<file path="config.mk">
export PLATFORM = sky130hd
export DESIGN_NAME = food_placer_flat
export DESIGN_NICKNAME = d
export VERILOG_FILES = /design/src/rtl/food_placer_if.sv /design/src/rtl/food_placer.sv /design/src/flat_wrapper.sv
export SDC_FILE = /design/constraint.sdc
export NUM_CORES = 1
export LEC_CHECK = 0
export BUFFER_PORTS_ARGS = -buffer_cell sky130_fd_sc_hd__buf_2
export CORE_MARGIN = 2
export CORE_UTILIZATION = 50
export DETAILED_ROUTE_END_ITERATION = 16
export PLACE_DENSITY = 0.76
export SYNTH_ARGS = -nofsm -noshare
export SYNTH_HDL_FRONTEND = slang
export SYNTH_SLANG_ARGS = --single-unit
</file>
<file path="constraint.sdc">
create_clock -name clk -period 2 [get_ports clk]
set_input_delay 0.4 -clock clk [delete_from_list [all_inputs] [get_ports clk]]
set_output_delay 0.4 -clock clk [all_outputs]
set_load 0.01 [all_outputs]
</file>
<file path="src/rtl/food_placer_if.sv">
// Bus between food_placer and its environment: request/random inputs, occupancy RAM port, food outputs.
interface food_placer_if;
  logic       place_req;
  logic [9:0] rand_x;
  logic [8:0] rand_y;
  logic       occ_rd;
  logic [11:0] occ_addr;
  logic       occ_hit;
  logic [5:0] food_cx;
  logic [5:0] food_cy;
  logic [9:0] food_px;
  logic [8:0] food_py;
  logic       food_valid;
  logic       busy;
  logic       grid_full;

  modport master (
    output place_req, rand_x, rand_y, occ_hit,
    input  occ_rd, occ_addr, food_cx, food_cy, food_px, food_py, food_valid, busy, grid_full
  );

  modport slave (
    input  place_req, rand_x, rand_y, occ_hit,
    output occ_rd, occ_addr, food_cx, food_cy, food_px, food_py, food_valid, busy, grid_full
  );
endinterface

</file>
<file path="src/rtl/food_placer.sv">
// Picks a free food cell: random candidates checked against snake occupancy,
// falling back to a linear scan after MAX_TRIES failures.
module food_placer #(
  parameter int unsigned ROWS      = 48,
  parameter int unsigned CELL_PX   = 10,
  parameter int unsigned MAX_TRIES = 8
) (
  input  logic         clk,
  input  logic         rst,
  food_placer_if.slave bus
);

  localparam int unsigned CELLS = 64 * ROWS;
  localparam int unsigned SW    = $clog2(CELLS + 1);
  localparam int unsigned TW    = $clog2(MAX_TRIES + 1);

  localparam logic [5:0]    ROWS6    = 6'(ROWS);
  localparam logic [5:0]    LAST_ROW = 6'(ROWS - 1);
  localparam logic [TW-1:0] TRY_LIM  = TW'(MAX_TRIES);
  localparam logic [SW-1:0] SCAN_LIM = SW'(CELLS);
  localparam logic [9:0]    CPX10    = 10'(CELL_PX);
  localparam logic [8:0]    CPX9     = 9'(CELL_PX);

  localparam logic [2:0] IDLE   = 3'd0;
  localparam logic [2:0] SAMPLE = 3'd1;
  localparam logic [2:0] WAIT   = 3'd2;
  localparam logic [2:0] CHECK  = 3'd3;
  localparam logic [2:0] SCAN   = 3'd4;
  localparam logic [2:0] SWAIT  = 3'd5;
  localparam logic [2:0] SCHECK = 3'd6;

  logic [2:0]    state, state_nx;
  logic [TW-1:0] try_cnt, try_nx;
  logic [SW-1:0] scan_cnt, scan_nx;
  logic [5:0]    cand_cx, cand_cx_nx, cand_cy, cand_cy_nx;
  logic          occ_rd_nx;
  logic [11:0]   occ_addr_nx;
  logic [5:0]    food_cx_nx, food_cy_nx;
  logic [9:0]    food_px_nx;
  logic [8:0]    food_py_nx;
  logic          food_valid_nx, busy_nx, grid_full_nx;

  // Only the low six bits of the random coordinates address the grid.
  logic unused_rand;
  assign unused_rand = ^{bus.rand_x[9:6], bus.rand_y[8:6]};

  always_comb begin
    state_nx      = state;
    try_nx        = try_cnt;
    scan_nx       = scan_cnt;
    cand_cx_nx    = cand_cx;
    cand_cy_nx    = cand_cy;
    occ_rd_nx     = 1'b0;
    occ_addr_nx   = bus.occ_addr;
    food_cx_nx    = bus.food_cx;
    food_cy_nx    = bus.food_cy;
    food_px_nx    = bus.food_px;
    food_py_nx    = bus.food_py;
    food_valid_nx = bus.food_valid;
    busy_nx       = bus.busy;
    grid_full_nx  = bus.grid_full;

    case (state)
      IDLE: begin
        if (bus.place_req) begin
          food_valid_nx = 1'b0;
          grid_full_nx  = 1'b0;
          busy_nx       = 1'b1;
          try_nx        = '0;
          state_nx      = SAMPLE;
        end
      end
      SAMPLE: begin
        cand_cx_nx = bus.rand_x[5:0];
        cand_cy_nx = bus.rand_y[5:0];
        if (bus.rand_y[5:0] >= ROWS6) begin
          try_nx = try_cnt + TW'(1);
          if (try_nx == TRY_LIM) begin
            scan_nx  = '0;
            state_nx = SCAN;
          end
        end else begin
          occ_addr_nx = {bus.rand_y[5:0], bus.rand_x[5:0]};
          occ_rd_nx   = 1'b1;
          state_nx    = WAIT;
        end
      end
      WAIT: state_nx = CHECK;
      CHECK: begin
        if (!bus.occ_hit) begin
          food_cx_nx    = cand_cx;
          food_cy_nx    = cand_cy;
          food_px_nx    = {4'd0, cand_cx} * CPX10;
          food_py_nx    = {3'd0, cand_cy} * CPX9;
          food_valid_nx = 1'b1;
          busy_nx       = 1'b0;
          state_nx      = IDLE;
        end else begin
          try_nx = try_cnt + TW'(1);
          if (try_nx == TRY_LIM) begin
            scan_nx  = '0;
            state_nx = SCAN;
          end else begin
            state_nx = SAMPLE;
          end
        end
      end
      SCAN: begin
        // Raster-order successor of the last candidate; an off-grid row restarts at the origin.
        if (cand_cy >= ROWS6) begin
          cand_cx_nx = '0;
          cand_cy_nx = '0;
        end else if (cand_cx == 6'd63) begin
          cand_cx_nx = '0;
          cand_cy_nx = (cand_cy == LAST_ROW) ? 6'd0 : cand_cy + 6'd1;
        end else begin
          cand_cx_nx = cand_cx + 6'd1;
        end
        occ_addr_nx = {cand_cy_nx, cand_cx_nx};
        occ_rd_nx   = 1'b1;
        state_nx    = SWAIT;
      end
      SWAIT: state_nx = SCHECK;
      SCHECK: begin
        if (!bus.occ_hit) begin
          food_cx_nx    = cand_cx;
          food_cy_nx    = cand_cy;
          food_px_nx    = {4'd0, cand_cx} * CPX10;
          food_py_nx    = {3'd0, cand_cy} * CPX9;
          food_valid_nx = 1'b1;
          busy_nx       = 1'b0;
          state_nx      = IDLE;
        end else begin
          scan_nx = scan_cnt + SW'(1);
          if (scan_nx == SCAN_LIM) begin
            grid_full_nx = 1'b1;
            busy_nx      = 1'b0;
            state_nx     = IDLE;
          end else begin
            state_nx = SCAN;
          end
        end
      end
      default: state_nx = IDLE;
    endcase
  end

  always_ff @(posedge clk) begin
    if (rst) begin
      state          <= IDLE;
      try_cnt        <= '0;
      scan_cnt       <= '0;
      cand_cx        <= '0;
      cand_cy        <= '0;
      bus.occ_rd     <= 1'b0;
      bus.occ_addr   <= '0;
      bus.food_cx    <= '0;
      bus.food_cy    <= '0;
      bus.food_px    <= '0;
      bus.food_py    <= '0;
      bus.food_valid <= 1'b0;
      bus.busy       <= 1'b0;
      bus.grid_full  <= 1'b0;
    end else begin
      state          <= state_nx;
      try_cnt        <= try_nx;
      scan_cnt       <= scan_nx;
      cand_cx        <= cand_cx_nx;
      cand_cy        <= cand_cy_nx;
      bus.occ_rd     <= occ_rd_nx;
      bus.occ_addr   <= occ_addr_nx;
      bus.food_cx    <= food_cx_nx;
      bus.food_cy    <= food_cy_nx;
      bus.food_px    <= food_px_nx;
      bus.food_py    <= food_py_nx;
      bus.food_valid <= food_valid_nx;
      bus.busy       <= busy_nx;
      bus.grid_full  <= grid_full_nx;
    end
  end

endmodule

</file>
<file path="src/flat_wrapper.sv">
// flat-port wrapper written by rule: the top's interface ports become plain ports
module food_placer_flat 
#(
  parameter int unsigned ROWS      = 48,
  parameter int unsigned CELL_PX   = 10,
  parameter int unsigned MAX_TRIES = 8
)
  (clk, rst, bus_place_req, bus_rand_x, bus_rand_y, bus_occ_hit, bus_occ_rd, bus_occ_addr, bus_food_cx, bus_food_cy, bus_food_px, bus_food_py, bus_food_valid, bus_busy, bus_grid_full);
  food_placer_if bus_i ();
  input  logic clk;
  input  logic rst;
  input wire logic [$bits(bus_i.place_req)-1:0] bus_place_req;
  input wire logic [$bits(bus_i.rand_x)-1:0] bus_rand_x;
  input wire logic [$bits(bus_i.rand_y)-1:0] bus_rand_y;
  input wire logic [$bits(bus_i.occ_hit)-1:0] bus_occ_hit;
  output wire logic [$bits(bus_i.occ_rd)-1:0] bus_occ_rd;
  output wire logic [$bits(bus_i.occ_addr)-1:0] bus_occ_addr;
  output wire logic [$bits(bus_i.food_cx)-1:0] bus_food_cx;
  output wire logic [$bits(bus_i.food_cy)-1:0] bus_food_cy;
  output wire logic [$bits(bus_i.food_px)-1:0] bus_food_px;
  output wire logic [$bits(bus_i.food_py)-1:0] bus_food_py;
  output wire logic [$bits(bus_i.food_valid)-1:0] bus_food_valid;
  output wire logic [$bits(bus_i.busy)-1:0] bus_busy;
  output wire logic [$bits(bus_i.grid_full)-1:0] bus_grid_full;
  assign bus_i.place_req = bus_place_req;
  assign bus_i.rand_x = bus_rand_x;
  assign bus_i.rand_y = bus_rand_y;
  assign bus_i.occ_hit = bus_occ_hit;
  assign bus_occ_rd = bus_i.occ_rd;
  assign bus_occ_addr = bus_i.occ_addr;
  assign bus_food_cx = bus_i.food_cx;
  assign bus_food_cy = bus_i.food_cy;
  assign bus_food_px = bus_i.food_px;
  assign bus_food_py = bus_i.food_py;
  assign bus_food_valid = bus_i.food_valid;
  assign bus_busy = bus_i.busy;
  assign bus_grid_full = bus_i.grid_full;
  food_placer #(.ROWS(ROWS), .CELL_PX(CELL_PX), .MAX_TRIES(MAX_TRIES)) u_core (.clk(clk), .rst(rst), .bus(bus_i));
endmodule
</file>
==> results.sh <==
export IMPL_setup_viol=0
export IMPL_status="finished clean"
export IMPL_skew_ns=0.00954
export IMPL_tns_ns=0
export IMPL_netlist_cell_type_count=59
export IMPL_clkTransAtPathRegs_ns=0.08
export IMPL_ys_flop_type="dfxtp_1"
export IMPL_drive_above_1_share_pct=23.7
export IMPL_hold_viol=0
export IMPL_finalWirelength_um=8630
export IMPL_cpPeakStageDelay_ns=0.35
export IMPL_io_buffers=60
export IMPL_ys_async_sr_fraction_pct=0
export IMPL_r2r_start="u_core.cand_cx[1]$_SDFFE_PP0P_"
export IMPL_drtPass1Iterations=4
export IMPL_fin_ws_ns=0.112
export IMPL_avgSynthCellArea_um2=8.31
export IMPL_fin_hold_ws_ns=0.376
export IMPL_path_buf_inv=0
export IMPL_cts_sinks=72
export IMPL_grt_pass1_vias=3169
export IMPL_n_antenna_cell=0
export IMPL_maxSlewHeadroom_pct=52.8
export IMPL_final_cells=626
export IMPL_ys_warn_count=0
export IMPL_worstMarginPinSlew_ns=0.708
export IMPL_cap_violations=0
export IMPL_pin_count=70
export IMPL_yosysSeqAreaShare_pct=38.3
export IMPL_drt_initial_drc_count=152
export IMPL_slew_viol_final=0
export IMPL_cp_depth=8
export IMPL_p_total_uw=3460
export IMPL_die_height_um=90.8
export IMPL_clock_path_buffers=2
export IMPL_synth_seq_cells=72
export IMPL_drc=0
export IMPL_numCtsBuffers=9
export IMPL_start_util_pct=51.9
export IMPL_startpoint="u_core.cand_cx[1]$_SDFFE_PP0P_"
export IMPL_irDropWorstVdd_mv=0.495
export IMPL_end_kind="flop"
export IMPL_critPathKind="flop to flop"
export IMPL_multi_input_area_um2=2190
export IMPL_rsz0062_at_grt="no"
export IMPL_grt_pass1_wl_um=14600
export IMPL_crit_chain="ha_1 -> ha_2 -> fa_2 -> a21o_1 -> a21oi_2 -> xnor2_1 -> nand2_1 -> a21oi_1"
export IMPL_nets=567
export IMPL_gp_congestion=0.902
export IMPL_grt_use_total_pct=21.5
export IMPL_core_area_um2=7250
export IMPL_die_area_um2=8240
export IMPL_synthToLayoutAreaGrowth_pct=20.0
export IMPL_h_tree_depth=3
export IMPL_clock_latency_ns=0.34
export IMPL_rrSetupSlack_ns=0.11
export IMPL_root_buffer="clkbuf_8"
export IMPL_antenna_found_initial=0
export IMPL_yosys_top_cells_area="dfxtp_1 38%, ha_1 6.6%, a21oi_1 6.5%, nand2_1 6.2%, nor2_1 5.3%"
export IMPL_wl_per_cell_um=13.8
export IMPL_r2r_end="u_core.bus.food_px[8]$_SDFFE_PP0P_"
export IMPL_rr_worst_depth=8
export IMPL_overflow=0
export IMPL_timing_final_crit_share_pct=94.4
export IMPL_power_density_nw_per_um2=767
export IMPL_synth_edff_count=0
export IMPL_cts_tree="built"
export IMPL_dieWidth_um=90.8
export IMPL_dp_cells=610
export IMPL_critPathMaxFanout=2
export IMPL_ant_nets=0
export IMPL_cts_setup_buffers=0
export IMPL_synth_top_area_share_pct=38.3
export IMPL_pre_cts_slack_ns=0.0323
export IMPL_timing_fmax_ghz=0.530
export IMPL_dr_total_vias=3417
export IMPL_cp_top_family="adder cells"
export IMPL_seqCellArea_um2=1440
export IMPL_period_needed_ns=1.89
export IMPL_grt_max_degree=34
export IMPL_crit_end="u_core.bus.food_px[8]$_SDFFE_PP0P_"
export IMPL_syn_area_um2=3760
export IMPL_crit_arrival_ns=2.17
export IMPL_vias_per_cell=5.46
export IMPL_dp_hpwl_um=6210
export IMPL_n_fill_cell=680
export IMPL_synth_cells=453
export IMPL_hold_class="primary input to flop"
export IMPL_critical_path_required_ns=2.28
export IMPL_cp_slowest_cell="fa_2"
export IMPL_p_leak_uw=0.00195
export IMPL_num_rows=31
export IMPL_synth_largest_area_cell="dfxtp_1"
export IMPL_ctsHoldBuffers=0
export IMPL_cp_start_kind="flop"
[placed cells by master (no fill, tap or decap), types with 3 or more instances in the layout]
master	count
buf_2	60
o21ai_0	12
a21o_1	6
clkbuf_8	10
dfxtp_1	71
a31oi_1	3
nand3b_1	5
a2bb2oi_1	3
xor2_1	5
nor3_1	9
nand2_1	62
a21oi_2	3
a22oi_1	5
ha_1	18
nand4_1	4
nor2_1	53
a21oi_1	47
a211oi_1	21
or3_1	4
nand2b_1	6
and3_1	7
mux2i_1	3
and2_1	4
buf_4	29
xnor2_1	13
nand3_1	7
[layer usage]
metal  part of all wire [%]  routed length [um]  global-route usage [%]  up-vias
li1                       -                   -                       -     1755
met1                     44                3820                    26.6     1581
met2                     50                4330                    35.9       75
met3                    4.9                 419                    7.51        6
met4                   0.66                  57                    4.92        0
met5                      0                   0                       0        -
[per-stage QoR]
step,cell area [um^2],util (%)
6_report,4520,62.3
5_1_grt,4520,62.3
4_1_cts,4470,61.7
3_5_place_dp,4280,59.0
3_3_place_gp,4280,59.0
2_1_floorplan,3770,-
[cells by family (layout without fill, tap and decap cells)]
family                   Yosys count  count (layout)  share of synthesized area (%)
AO/OA/AOI/OAI                    124             124                           21.7
XOR/XNOR                          18              18                           4.19
adder cells (fa/ha/maj)           22              22                           7.71
buffers and inverters             36             109                           4.82
flip-flops                        72              72                           38.3
multiplexers                       4               4                           1.10
other                              1               2                         0.0996
AND/OR/NAND/NOR                  176             176                           22.1
[final cells by class]
| class | instances | area share, % |
|---|---|---|
| tap | 99 | 2.74 |
| inverter | 2 | 0.166 |
| multi-input combinational | 346 | 48.4 |
| clock buffer | 11 | 3.13 |
| sequential | 72 | 31.9 |
| timing repair buffer | 91 | 12.3 |
| clock inverter | 5 | 1.25 |
[how the worst min path moves through the flow]
stage          slack, ns  cells after the start                                from                                  end
6_report            0.38                      3                       bus_rand_y[3]  u_core.bus.occ_addr[9]$_SDFFE_PP0P_
5_1_grt             0.39                      3                       bus_rand_y[3]  u_core.bus.occ_addr[9]$_SDFFE_PP0P_
4_1_cts             0.34                      3                       bus_rand_y[3]  u_core.bus.occ_addr[9]$_SDFFE_PP0P_
3_5_place_dp        0.45                      2  u_core.bus.food_px[4]$_SDFFE_PP0P_   u_core.bus.food_px[4]$_SDFFE_PP0P_
3_3_place_gp        0.44                      2  u_core.bus.food_cy[2]$_SDFFE_PP0P_   u_core.bus.food_cy[2]$_SDFFE_PP0P_
2_1_floorplan       0.47                      2      u_core.try_cnt[3]$_SDFFE_PP0P_       u_core.try_cnt[3]$_SDFFE_PP0P_
[flip-flops by register name, indices dropped and copies added (netlist names), 4 cells and up]
register / flops
u_core.bus.occ_addr: 12
u_core.scan_cnt: 12
u_core.bus.food_px: 7
u_core.bus.food_cx: 6
u_core.bus.food_cy: 6
u_core.bus.food_py: 6
u_core.cand_cx: 6
u_core.cand_cy: 6
u_core.try_cnt: 4
[report_power, final]
part           switching, uW  internal [uW]  leakage (uW)  total [uW]
Clock                    545            609     0.0000993        1150
Combinational            408            324       0.00126         732
Sequential              59.9           1520      0.000586        1580
[tightest hold or removal path: cells and delay by family]
| family | cells | cell delay (ns) |
|---|---|---|
| compound gates | 1 | 0.09 |
| buf+inv | 1 | 0.10 |
| simple gates | 1 | 0.08 |
[cell usage after synthesis, types with 2 or more instances]
| master | n |
|---|---|
| fa_1 | 2 |
| nand4_1 | 4 |
| xnor2_1 | 13 |
| a21oi_1 | 49 |
| a2bb2oi_1 | 3 |
| nand2_1 | 62 |
| buf_4 | 7 |
| or4b_1 | 2 |
| dfxtp_1 | 72 |
| and4_1 | 3 |
| ha_1 | 20 |
| o21a_1 | 2 |
| a32oi_1 | 2 |
| and3_1 | 7 |
| a31oi_1 | 3 |
| or3_1 | 4 |
| buf_6 | 2 |
| clkbuf_1 | 21 |
| o21ai_0 | 12 |
| and2_1 | 4 |
| and4b_1 | 2 |
| buf_2 | 4 |
| a21o_1 | 6 |
| xor2_1 | 5 |
| a211oi_1 | 22 |
| a22oi_1 | 6 |
| inv_1 | 2 |
| nand3_1 | 7 |
| nor2_1 | 53 |
| nor3_1 | 9 |
| nand3b_1 | 5 |
| a311oi_1 | 3 |
| a22o_1 | 2 |
| mux2i_1 | 3 |
| nand2b_1 | 6 |
[timing repair]
item                                    4_1_cts  5_1_grt
hold endpoints to repair                      0        0
resized for setup                             0       13
endpoints found under the setup margin        0       17
Power figures use the tool's default switching activity.
